## src/rtl/clock_fallback_controller_if.sv

```systemverilog
// Select/request/acknowledge handshake between the clock fallback controller
// and the external glitch-free clock multiplexer.
interface clock_fallback_controller_if #(
    parameter int CHANNELS = 2
);
    localparam int SELECT_WIDTH = (CHANNELS > 1) ? $clog2(CHANNELS) : 1;

    logic [SELECT_WIDTH-1:0] select;
    logic                    switch_request;
    logic                    switch_acknowledge;

    modport master (
        output select,
        output switch_request,
        input  switch_acknowledge
    );

    modport slave (
        input  select,
        input  switch_request,
        output switch_acknowledge
    );
endinterface

```

## src/rtl/clock_fallback_controller.sv

```systemverilog
// Priority clock supervisor: heartbeat liveness per channel, lowest-index qualified
// channel wins, mux driven via handshake. Define CLOCK_FALLBACK_CONTROLLER_HOLDOFF_EN for switch-back hysteresis.
module clock_fallback_controller #(
    parameter int CHANNELS = 2,
    parameter int STAGES   = 2,
    parameter int TIMEOUT  = 16,
    parameter int RECOVERY = 256
) (
    input  logic                clock,
    input  logic                reset,
    input  logic [CHANNELS-1:0] heartbeat,
    input  logic [CHANNELS-1:0] channel_enable,
    output logic [CHANNELS-1:0] channel_alive,
    output logic                no_clock,
    clock_fallback_controller_if.master mux
);
    localparam int SELECT_WIDTH = (CHANNELS > 1) ? $clog2(CHANNELS) : 1;
    localparam int COUNT_WIDTH  = $clog2(TIMEOUT + 1);

    if (CHANNELS < 2 || STAGES < 1 || TIMEOUT < 2 || RECOVERY < 1) begin : g_bad_params
        $error("clock_fallback_controller: illegal parameter set");
    end

    typedef enum logic {
        LOCKED,
        SWITCHING
    } state_t;

    logic [STAGES-1:0]      sync_q  [CHANNELS];
    logic [COUNT_WIDTH-1:0] count_q [CHANNELS];
    logic [CHANNELS-1:0]    delay_q;
    logic [CHANNELS-1:0]    edge_seen;
    logic [CHANNELS-1:0]    qualified;

    state_t                  state_q, state_d;
    logic [SELECT_WIDTH-1:0] select_q, select_d;
    logic                    request_q, request_d;
    logic [SELECT_WIDTH-1:0] target;
    logic                    target_valid;

    // Heartbeat synchronizer, edge detector and timeout counter per channel.
    // NOTE: sequential state uses non-blocking assignments so every flop samples
    // the pre-edge value of its neighbours, which keeps the shift chain a chain.
    always_ff @(posedge clock) begin
        if (reset) begin
            for (int i = 0; i < CHANNELS; i++) begin
                sync_q[i]  <= '0;
                count_q[i] <= '0;
            end
            delay_q <= '0;
        end else begin
            for (int i = 0; i < CHANNELS; i++) begin
                sync_q[i]  <= (sync_q[i] << 1) | STAGES'(heartbeat[i]);
                delay_q[i] <= sync_q[i][STAGES-1];
                if (edge_seen[i]) begin
                    count_q[i] <= COUNT_WIDTH'(TIMEOUT);
                end else if (count_q[i] != '0) begin
                    count_q[i] <= count_q[i] - 1'b1;
                end
            end
        end
    end

    // NOTE: every variable written in an always_comb gets a default first, so no
    // path through the block can leave it unassigned and infer a latch.
    always_comb begin
        edge_seen     = '0;
        channel_alive = '0;
        for (int i = 0; i < CHANNELS; i++) begin
            edge_seen[i]     = sync_q[i][STAGES-1] ^ delay_q[i];
            channel_alive[i] = (count_q[i] != '0);
        end
    end

    assign no_clock = ~|(channel_alive & channel_enable);

`ifdef CLOCK_FALLBACK_CONTROLLER_HOLDOFF_EN
    localparam int STABLE_WIDTH = $clog2(RECOVERY + 1);

    logic [STABLE_WIDTH-1:0] stable_q [CHANNELS];

    always_ff @(posedge clock) begin
        if (reset) begin
            for (int i = 0; i < CHANNELS; i++) begin
                stable_q[i] <= '0;
            end
        end else begin
            for (int i = 0; i < CHANNELS; i++) begin
                if (!channel_alive[i]) begin
                    stable_q[i] <= '0;
                end else if (stable_q[i] != STABLE_WIDTH'(RECOVERY)) begin
                    stable_q[i] <= stable_q[i] + 1'b1;
                end
            end
        end
    end

    // Higher-priority channels than the current one must prove stability first.
    always_comb begin
        qualified = '0;
        for (int i = 0; i < CHANNELS; i++) begin
            qualified[i] = channel_alive[i] && channel_enable[i] &&
                           ((SELECT_WIDTH'(i) >= select_q) ||
                            (stable_q[i] == STABLE_WIDTH'(RECOVERY)));
        end
    end
`else
    assign qualified = channel_alive & channel_enable;
`endif

    // Lowest-index qualified channel: scan downwards so the last hit wins.
    always_comb begin
        target       = '0;
        target_valid = 1'b0;
        for (int i = CHANNELS - 1; i >= 0; i--) begin
            if (qualified[i]) begin
                target       = SELECT_WIDTH'(i);
                target_valid = 1'b1;
            end
        end
    end

    always_ff @(posedge clock) begin
        if (reset) begin
            state_q   <= LOCKED;
            select_q  <= '0;
            request_q <= 1'b0;
        end else begin
            state_q   <= state_d;
            select_q  <= select_d;
            request_q <= request_d;
        end
    end

    // While a switch is outstanding the multiplexer owns the select value, so
    // target changes are deliberately ignored until it acknowledges.
    always_comb begin
        state_d   = state_q;
        select_d  = select_q;
        request_d = request_q;
        case (state_q)
            LOCKED: begin
                if (target_valid && (target != select_q)) begin
                    select_d  = target;
                    request_d = 1'b1;
                    state_d   = SWITCHING;
                end
            end
            SWITCHING: begin
                if (mux.switch_acknowledge) begin
                    request_d = 1'b0;
                    state_d   = LOCKED;
                end
            end
            default: begin
                state_d   = LOCKED;
                request_d = 1'b0;
            end
        endcase
    end

    assign mux.select         = select_q;
    assign mux.switch_request = request_q;

endmodule

```

## src/flat_wrapper.sv

```systemverilog
// flat-port wrapper written by rule: the top's interface ports become plain ports
module clock_fallback_controller_flat 
#(
    parameter int CHANNELS = 2,
    parameter int STAGES   = 2,
    parameter int TIMEOUT  = 16,
    parameter int RECOVERY = 256
)
  (clock, reset, heartbeat, channel_enable, channel_alive, no_clock, mux_select, mux_switch_request, mux_switch_acknowledge);
  clock_fallback_controller_if #(.CHANNELS(CHANNELS)) mux_i ();
  input  logic clock;
  input  logic reset;
  input  logic [CHANNELS-1:0] heartbeat;
  input  logic [CHANNELS-1:0] channel_enable;
  output logic [CHANNELS-1:0] channel_alive;
  output logic no_clock;
  output wire logic [$bits(mux_i.select)-1:0] mux_select;
  output wire logic [$bits(mux_i.switch_request)-1:0] mux_switch_request;
  input wire logic [$bits(mux_i.switch_acknowledge)-1:0] mux_switch_acknowledge;
  assign mux_select = mux_i.select;
  assign mux_switch_request = mux_i.switch_request;
  assign mux_i.switch_acknowledge = mux_switch_acknowledge;
  clock_fallback_controller #(.CHANNELS(CHANNELS), .STAGES(STAGES), .TIMEOUT(TIMEOUT), .RECOVERY(RECOVERY)) u_core (.clock(clock), .reset(reset), .heartbeat(heartbeat), .channel_enable(channel_enable), .channel_alive(channel_alive), .no_clock(no_clock), .mux(mux_i));
endmodule
```

## config.mk

```make
export PLATFORM = sky130hd
export DESIGN_NAME = clock_fallback_controller_flat
export DESIGN_NICKNAME = d
export VERILOG_FILES = /design/src/rtl/clock_fallback_controller_if.sv /design/src/rtl/clock_fallback_controller.sv /design/src/flat_wrapper.sv
export SDC_FILE = /design/constraint.sdc
export NUM_CORES = 1
export LEC_CHECK = 0
export CAP_MARGIN = 0
export CORE_MARGIN = 10
export CORE_UTILIZATION = 50
export DETAILED_ROUTE_END_ITERATION = 8
export PLACE_DENSITY = 0.74
export SYNTH_ARGS = -nofsm -noshare
export SYNTH_HDL_FRONTEND = slang
export SYNTH_SLANG_ARGS = --single-unit
```

## constraint.sdc

```tcl
create_clock -name clock -period 4 [get_ports clock]
set_clock_uncertainty 0.15 [all_clocks]
set_input_delay 1 -clock clock [delete_from_list [all_inputs] [get_ports clock]]
set_output_delay 1 -clock clock [all_outputs]
set_load 0.01 [all_outputs]
```

==> run_results.csv, run 1 <==
group,metric,value,unit
pwr,max-vdd-ir-drop,0.0003886,V
clock_tree,cts-resized-gates,0,
worst_setup_path,start_kind,"register",
floorplanning,initial_core_util,51.63,%
clock_tree,clockBufferDepth,2,
place,placed_cell_area,994.7,sq um
sta,slew_viol_final,0,
clock_tree,cts-root-buf,"clkbuf_4",
final_layout,layout-drive-gt1-share,7.527,%
global_route,grt_pass1_vias,648,
route,dr.pass1.iters,2,
pwr,p_int,0.4797,mW
floorplanning,fp.dieArea,3815,sq um
global_route,grt.overflow.total,0,
logic_synthesis,synth.distinct_cells,29,
place,pre_cts_ws,0.6437,ns
worst_setup_path,rr_worst_depth,4,
final_layout,final_area,1021,sq um
logic_synthesis,ys_ff_latch,19,
clock_tree,cts_tree,"yes",
route,routed_wirelength,1.488,mm
sta,fmax,0.2874,GHz
pwr,power_density,718.1,nW/um^2
pwr,p_leak,0.4088,nW
worst_setup_path,reg2reg_slack,1.79,ns
clock_tree,h-tree-depth,1,
sta,slew_headroom,66.52,%
route,drt-initial-drc-count,1,
final_layout,diodes,0,
logic_synthesis,syn_nets,89,
pwr,power_switching_share,34.57,%
job,max_cap_viol_count,0,
place,dp_hpwl,1.128,mm
pwr,p_seq_share,45.0,%
worst_setup_path,critPathKind,"reg2out",
logic_synthesis,synth_area_leaders,"edfxtp_1, dfxtp_1, nor2b_1, xnor2_1, nor2_1",
global_route,grt_pass1_wl,2.677,mm
global_route,antenna_found_initial,0,
logic_synthesis,synth_cells,80,
global_route,grt_max_degree,17,
run_status,status,"finished, final reports clean",
worst_setup_path,critPathArrivalTime,2.33,ns
sta,post-route-period-util,87.00,%
floorplanning,chipWidth,61.77,um
sta,min_period,3.480,ns
final_layout,area_growth,17.07,%
place,port_buffers,11,
worst_setup_path,crit_start,"u_core.count_q[1][0]",
global_route,grt_use_met1,11.04,%
global_route,grt_usage,9.137,%
worst_setup_path,endpoint_kind,"output pin",
sta,setup_ws,0.5201,ns
global_route,grt_util_met3,4.268,%
floorplanning,io_pins,12,
sta,worst_slew_pin_slew,0.5007,ns
route,drc,0,
global_route,gr-usage-met2,13.62,%
route,viasPerCell,5.536,
pwr,p_switching,0.2534,mW
route,vias,609,
clock_tree,cts_buffers,3,
worst_setup_path,r2r_start,"u_core.count_q[1][0]",
logic_synthesis,syn_area,872.1,sq um
sta,rsz0062_at_grt,"no",
global_route,grt-busiest-layer,"met2",
sta,finalSetupViolCount,0,
clock_tree,cts_num_sinks,19,
logic_synthesis,yosys_warnings,0,
final_layout,final_common_cell,"clkdlybuf4s50_1",
pwr,clkPwrFrac,13.1,%
sta,finalSetupTns,0,ns
route,drtAntennaViolNets,0,
route,route.detailed.wl_per_inst,13.53,um
clock_tree,clock_latency,0.29,ns
worst_setup_path,cp_max_fo,7,
logic_synthesis,avgSynthCellArea,10.90,sq um
final_layout,nets,103,
clock_tree,postCtsSetupRepairBufs,0,
sta,finalHoldViolations,0,
worst_hold_path,worstHoldPathType,"reg2reg",
worst_setup_path,reg2reg_to,"u_core.count_q[1][1]",
floorplanning,core_area,1689,sq um
logic_synthesis,synth_top_area_share,34.43,%
place,place_congestion,0.6826,
worst_setup_path,required,2.85,ns
final_layout,most-common-layout-cells,"clkdlybuf4s50_1, edfxtp_1, nor2_1, dfxtp_1, inv_1",
clock_tree,hold_buffers,0,
floorplanning,fp.dieH,61.77,um
floorplanning,rows,15,
worst_setup_path,cp-endpoint,"no_clock",
logic_synthesis,synth-seq-area-share,55.09,%
clock_tree,clkTransAtPathRegs,0.11,ns
logic_synthesis,synth_top_cell_by_area,"edfxtp_1",
pwr,combinationalPowerShare,41.9,%
-- metrics by stage --
| step | instances | utilization [%] | hold slack (ns) | power (mW) |
|---|---|---|---|---|
| floorplan | 80 | - | 0.2638 | 0.5425 |
| detailed placement | 106 | 58.89 | 0.2838 | 0.6434 |
| finish | 110 | 60.44 | 0.3062 | 0.7332 |
| CTS | 110 | 60.44 | 0.3091 | 0.7410 |
| global placement | 106 | 58.89 | 0.2673 | 0.6369 |
| global route | 110 | 60.44 | 0.3282 | 0.7916 |
-- kinds of logic after synthesis --
kind of cell / synth area share, %
and+or+nand+nor: 20.37
buffers and inverters: 4.447
xor gates and xnor gates: 6.026
DFF: 55.09
AOI/OAI and AO/OA: 11.19
adders and majority gates: 2.869
-- Yosys cell counts --
cell type	n
a211oi_1	1
a32oi_1	1
dfxtp_1	9
a21oi_1	5
buf_2	1
nor3_1	2
clkbuf_1	1
or3_1	3
xor2_1	2
a22oi_1	1
nor4b_4	1
xnor2_1	4
ha_1	2
inv_2	1
or3b_2	2
nand3b_1	1
nor2b_1	6
a31oi_1	1
nor3b_1	1
or4b_1	1
nand2_1	3
o41ai_1	1
o21bai_1	1
a311oi_1	1
edfxtp_1	10
inv_1	7
o211ai_1	1
nor2_1	9
o211a_1	1
-- critical path, stage by stage (launching register included) --
cell and delay (ns):
edfxtp_1 0.42, inv_1 0.08, ha_1 0.19, or4b_1 0.59, a22oi_1 0.19, clkdlybuf4s50_1 0.57
-- routing by layer --
metal / wire length (um) / vias to the layer above
met1: 691 / 285
met2: 657 / 14
met4: 19 / 0
met3: 119 / 4
met5: 0 / -
li1: - / 306
-- worst min-delay path by stage --
stage                         from                  end  slack, ns  cells after the start
5_1_grt        u_core.sync_q[0][0]  u_core.sync_q[0][1]       0.33                      1
3_5_place_dp   u_core.sync_q[0][2]  u_core.sync_q[0][3]       0.28                      1
4_1_cts        u_core.sync_q[0][0]  u_core.sync_q[0][1]       0.31                      1
6_report       u_core.sync_q[0][2]  u_core.sync_q[0][3]       0.31                      1
3_3_place_gp   u_core.sync_q[0][0]  u_core.sync_q[0][1]       0.27                      1
2_1_floorplan  u_core.sync_q[0][0]  u_core.sync_q[0][1]       0.26                      1
-- layout make-up --
type | instances | area [sq um]
multi-input combinational | 51 | 352.8
fill | 169 | 668.1
timing repair buffer | 11 | 110.1
tap | 17 | 21.27
clock buffer | 4 | 26.28
inverter | 8 | 30.03
sequential | 19 | 480.5
-- power groups by stage --
stage / combinational (mW) / clock (mW) / sequential [mW]
4_1_cts: 0.313 / 0.0982 / 0.330
2_1_floorplan: 0.215 / 0 / 0.328
6_report: 0.307 / 0.0959 / 0.330
5_1_grt: 0.347 / 0.104 / 0.340
3_5_place_dp: 0.309 / 0 / 0.335
3_3_place_gp: 0.305 / 0 / 0.332
-- flip-flops by register name, indices dropped and copies added, names as in the netlist --
name and count:
u_core.count_q 10, u_core.sync_q 4, u_core.mux.select 1, u_core.mux.switch_request 1, u_core.delay_q 2, u_core.state_q 1
Note: power is estimated with default switching activity, not from simulation.
==> run 2, diff against run 1 <==
- CORE_UTILIZATION: 50 -> 46
- PLACE_DENSITY: 0.74 -> 0.72
- clock period: 4 -> 2.8 ns (I/O delays scaled with it)
==> run 2 against run 1 <==
  * Die area is 5.8% higher
  * Sequential power is 44% higher
  * First-iteration DRC count grew to 15 times the previous value
  * Via count is 2.0% higher
  * Wire length is 10% higher
  * Final cell count is 13% higher
  * Count of clock-buffer cells in the layout stayed put
  * Cell area is 5.8% higher
  * Critical endpoint is now channel_alive[1]
  * Utilization is 0.76 points higher
  * Register-to-register slack worse by 1.2 ns
  * Highest routed layer unchanged
==> run_results.csv, run 2 (synthesized netlist as in run 1, its figures left out) <==
group,metric,value,unit
run_status,status,"finished, final reports clean",
sta,post-route-period-util,95.50,%
route,vias,621,
worst_setup_path,path_cells,"inv_1, ha_2, or4b_4, buf_4, clkdlybuf4s15_1",
floorplanning,initial_core_util,49.43,%
sta,finalSetupViolCount,0,
place,port_buffers,11,
clock_tree,cts_tree,"yes",
route,viasPerCell,5.008,
pwr,power_density,1021,nW/um^2
worst_setup_path,endpoint_kind,"output pin",
place,dp_hpwl,1.263,mm
worst_setup_path,cp_max_fo,6,
worst_setup_path,required,1.95,ns
worst_hold_path,worstHoldPathType,"reg2reg",
worst_setup_path,reg2reg_slack,0.63,ns
final_layout,most-common-layout-cells,"edfxtp_1, nor2_1, dfxtp_1, clkdlybuf4s50_1, inv_1",
route,drtAntennaViolNets,0,
final_layout,diodes,0,
floorplanning,io_pins,12,
clock_tree,cts-root-buf,"clkbuf_4",
sta,min_period,2.674,ns
worst_setup_path,slowest_stage,"or4b_4",
global_route,grt_usage,8.330,%
worst_setup_path,r2r_start,"u_core.count_q[1][0]",
place,place_congestion,0.7850,
clock_tree,cts_buffers,3,
floorplanning,core_area,1764,sq um
floorplanning,fp.dieH,63.54,um
sta,fmax,0.3740,GHz
sta,slew_viol_final,0,
final_layout,nets,109,
worst_setup_path,max_stage_delay,0.46,ns
final_layout,reg_top3,"u_core.count_q: 10 flops, u_core.sync_q: 4 flops, u_core.delay_q: 2 flops",
job,max_cap_viol_count,0,
sta,rsz0062_at_grt,"no",
route,dr.pass1.iters,4,
clock_tree,h-tree-depth,1,
clock_tree,hold_buffers,0,
global_route,grt_max_degree,13,
worst_setup_path,start_kind,"register",
global_route,grt.overflow.total,0,
final_layout,top_register,"u_core.count_q",
pwr,total_power,1.102,mW
final_layout,largest_register_ffs,10,
floorplanning,chipWidth,63.54,um
sta,worst_slew_pin_slew,0.4124,ns
global_route,grt_pass1_wl,2.766,mm
sta,finalHoldViolations,0,
pwr,max-vdd-ir-drop,0.0005606,V
route,routed_wirelength,1.641,mm
pwr,p_leak,0.4433,nW
floorplanning,fp.dieArea,4037,sq um
route,drc,0,
route,drt-initial-drc-count,15,
worst_setup_path,critPathKind,"reg2out",
worst_setup_path,cpLargestDelayFamily,"buffers and inverters",
sta,finalSetupTns,0,ns
global_route,grt_pass1_vias,621,
final_layout,area_growth,23.82,%
clock_tree,cts_num_sinks,19,
global_route,antenna_found_initial,0,
worst_setup_path,critPathBufInv,3,
worst_setup_path,critPathArrivalTime,1.82,ns
final_layout,final_common_cell,"edfxtp_1",
worst_hold_path,min_from,"u_core.sync_q[0][2]",
worst_setup_path,crit_start,"u_core.count_q[1][0]",
floorplanning,rows,15,
clock_tree,clock_latency,0.29,ns
final_layout,layout-drive-gt1-share,16.16,%
sta,slew_headroom,72.42,%
clock_tree,clkTransAtPathRegs,0.10,ns
clock_tree,clockBufferDepth,2,
route,route.detailed.wl_per_inst,13.23,um
run 2: per-stage QoR:
stage | setup WS [ns] | hold WS, ns | area (sq um) | utilization (%) | instances
floorplan | 0.5093 | 0.2638 | 872.1 | - | 80
global placement | 0.08093 | 0.2669 | 1042 | 59.08 | 119
CTS | 0.02648 | 0.3069 | 1074 | 60.85 | 124
global route | 0.005008 | 0.3225 | 1080 | 61.21 | 124
detailed placement | 0.06844 | 0.2859 | 1042 | 59.08 | 119
finish | 0.1259 | 0.3052 | 1080 | 61.21 | 124
run 2: final timing paths:
path	cells past startpoint	endpoint
worst min register to register	1	u_core.sync_q[0][3]
worst max-delay path	5	channel_alive[1]
worst max register to register	5	u_core.count_q[1][1]
worst min-delay path	1	u_core.sync_q[0][3]
run 2: final cells by class:
cell class	count	area, sq um
Fill cell	156	684.4
Sequential cell	19	480.5
Multi-Input combinational cell	51	359.1
Timing Repair Buffer	17	152.6
Tap cell	25	31.28
Inverter	8	30.03
Clock buffer	4	26.28
run 2: routing by layer:
| layer | track usage, % | wire [um] | vias up |
|---|---|---|---|
| met5 | 0 | 0 | - |
| met4 | 4.372 | 27 | 0 |
| met3 | 3.887 | 111 | 4 |
| met2 | 10.93 | 695 | 18 |
| met1 | 10.83 | 807 | 281 |
| li1 | - | - | 318 |
run 2: timing repair:
item | CTS | global route
pin swaps | 0 | 1
gates resized for setup | 2 | 7
setup endpoints to repair | 3 | 3
setup buffers | 1 | 0
run 2: where the power goes:
part	internal, mW	switching, mW
Sequential	0.402	0.0723
Combinational	0.268	0.226
Clock	0.0553	0.0792
Total	0.724	0.378
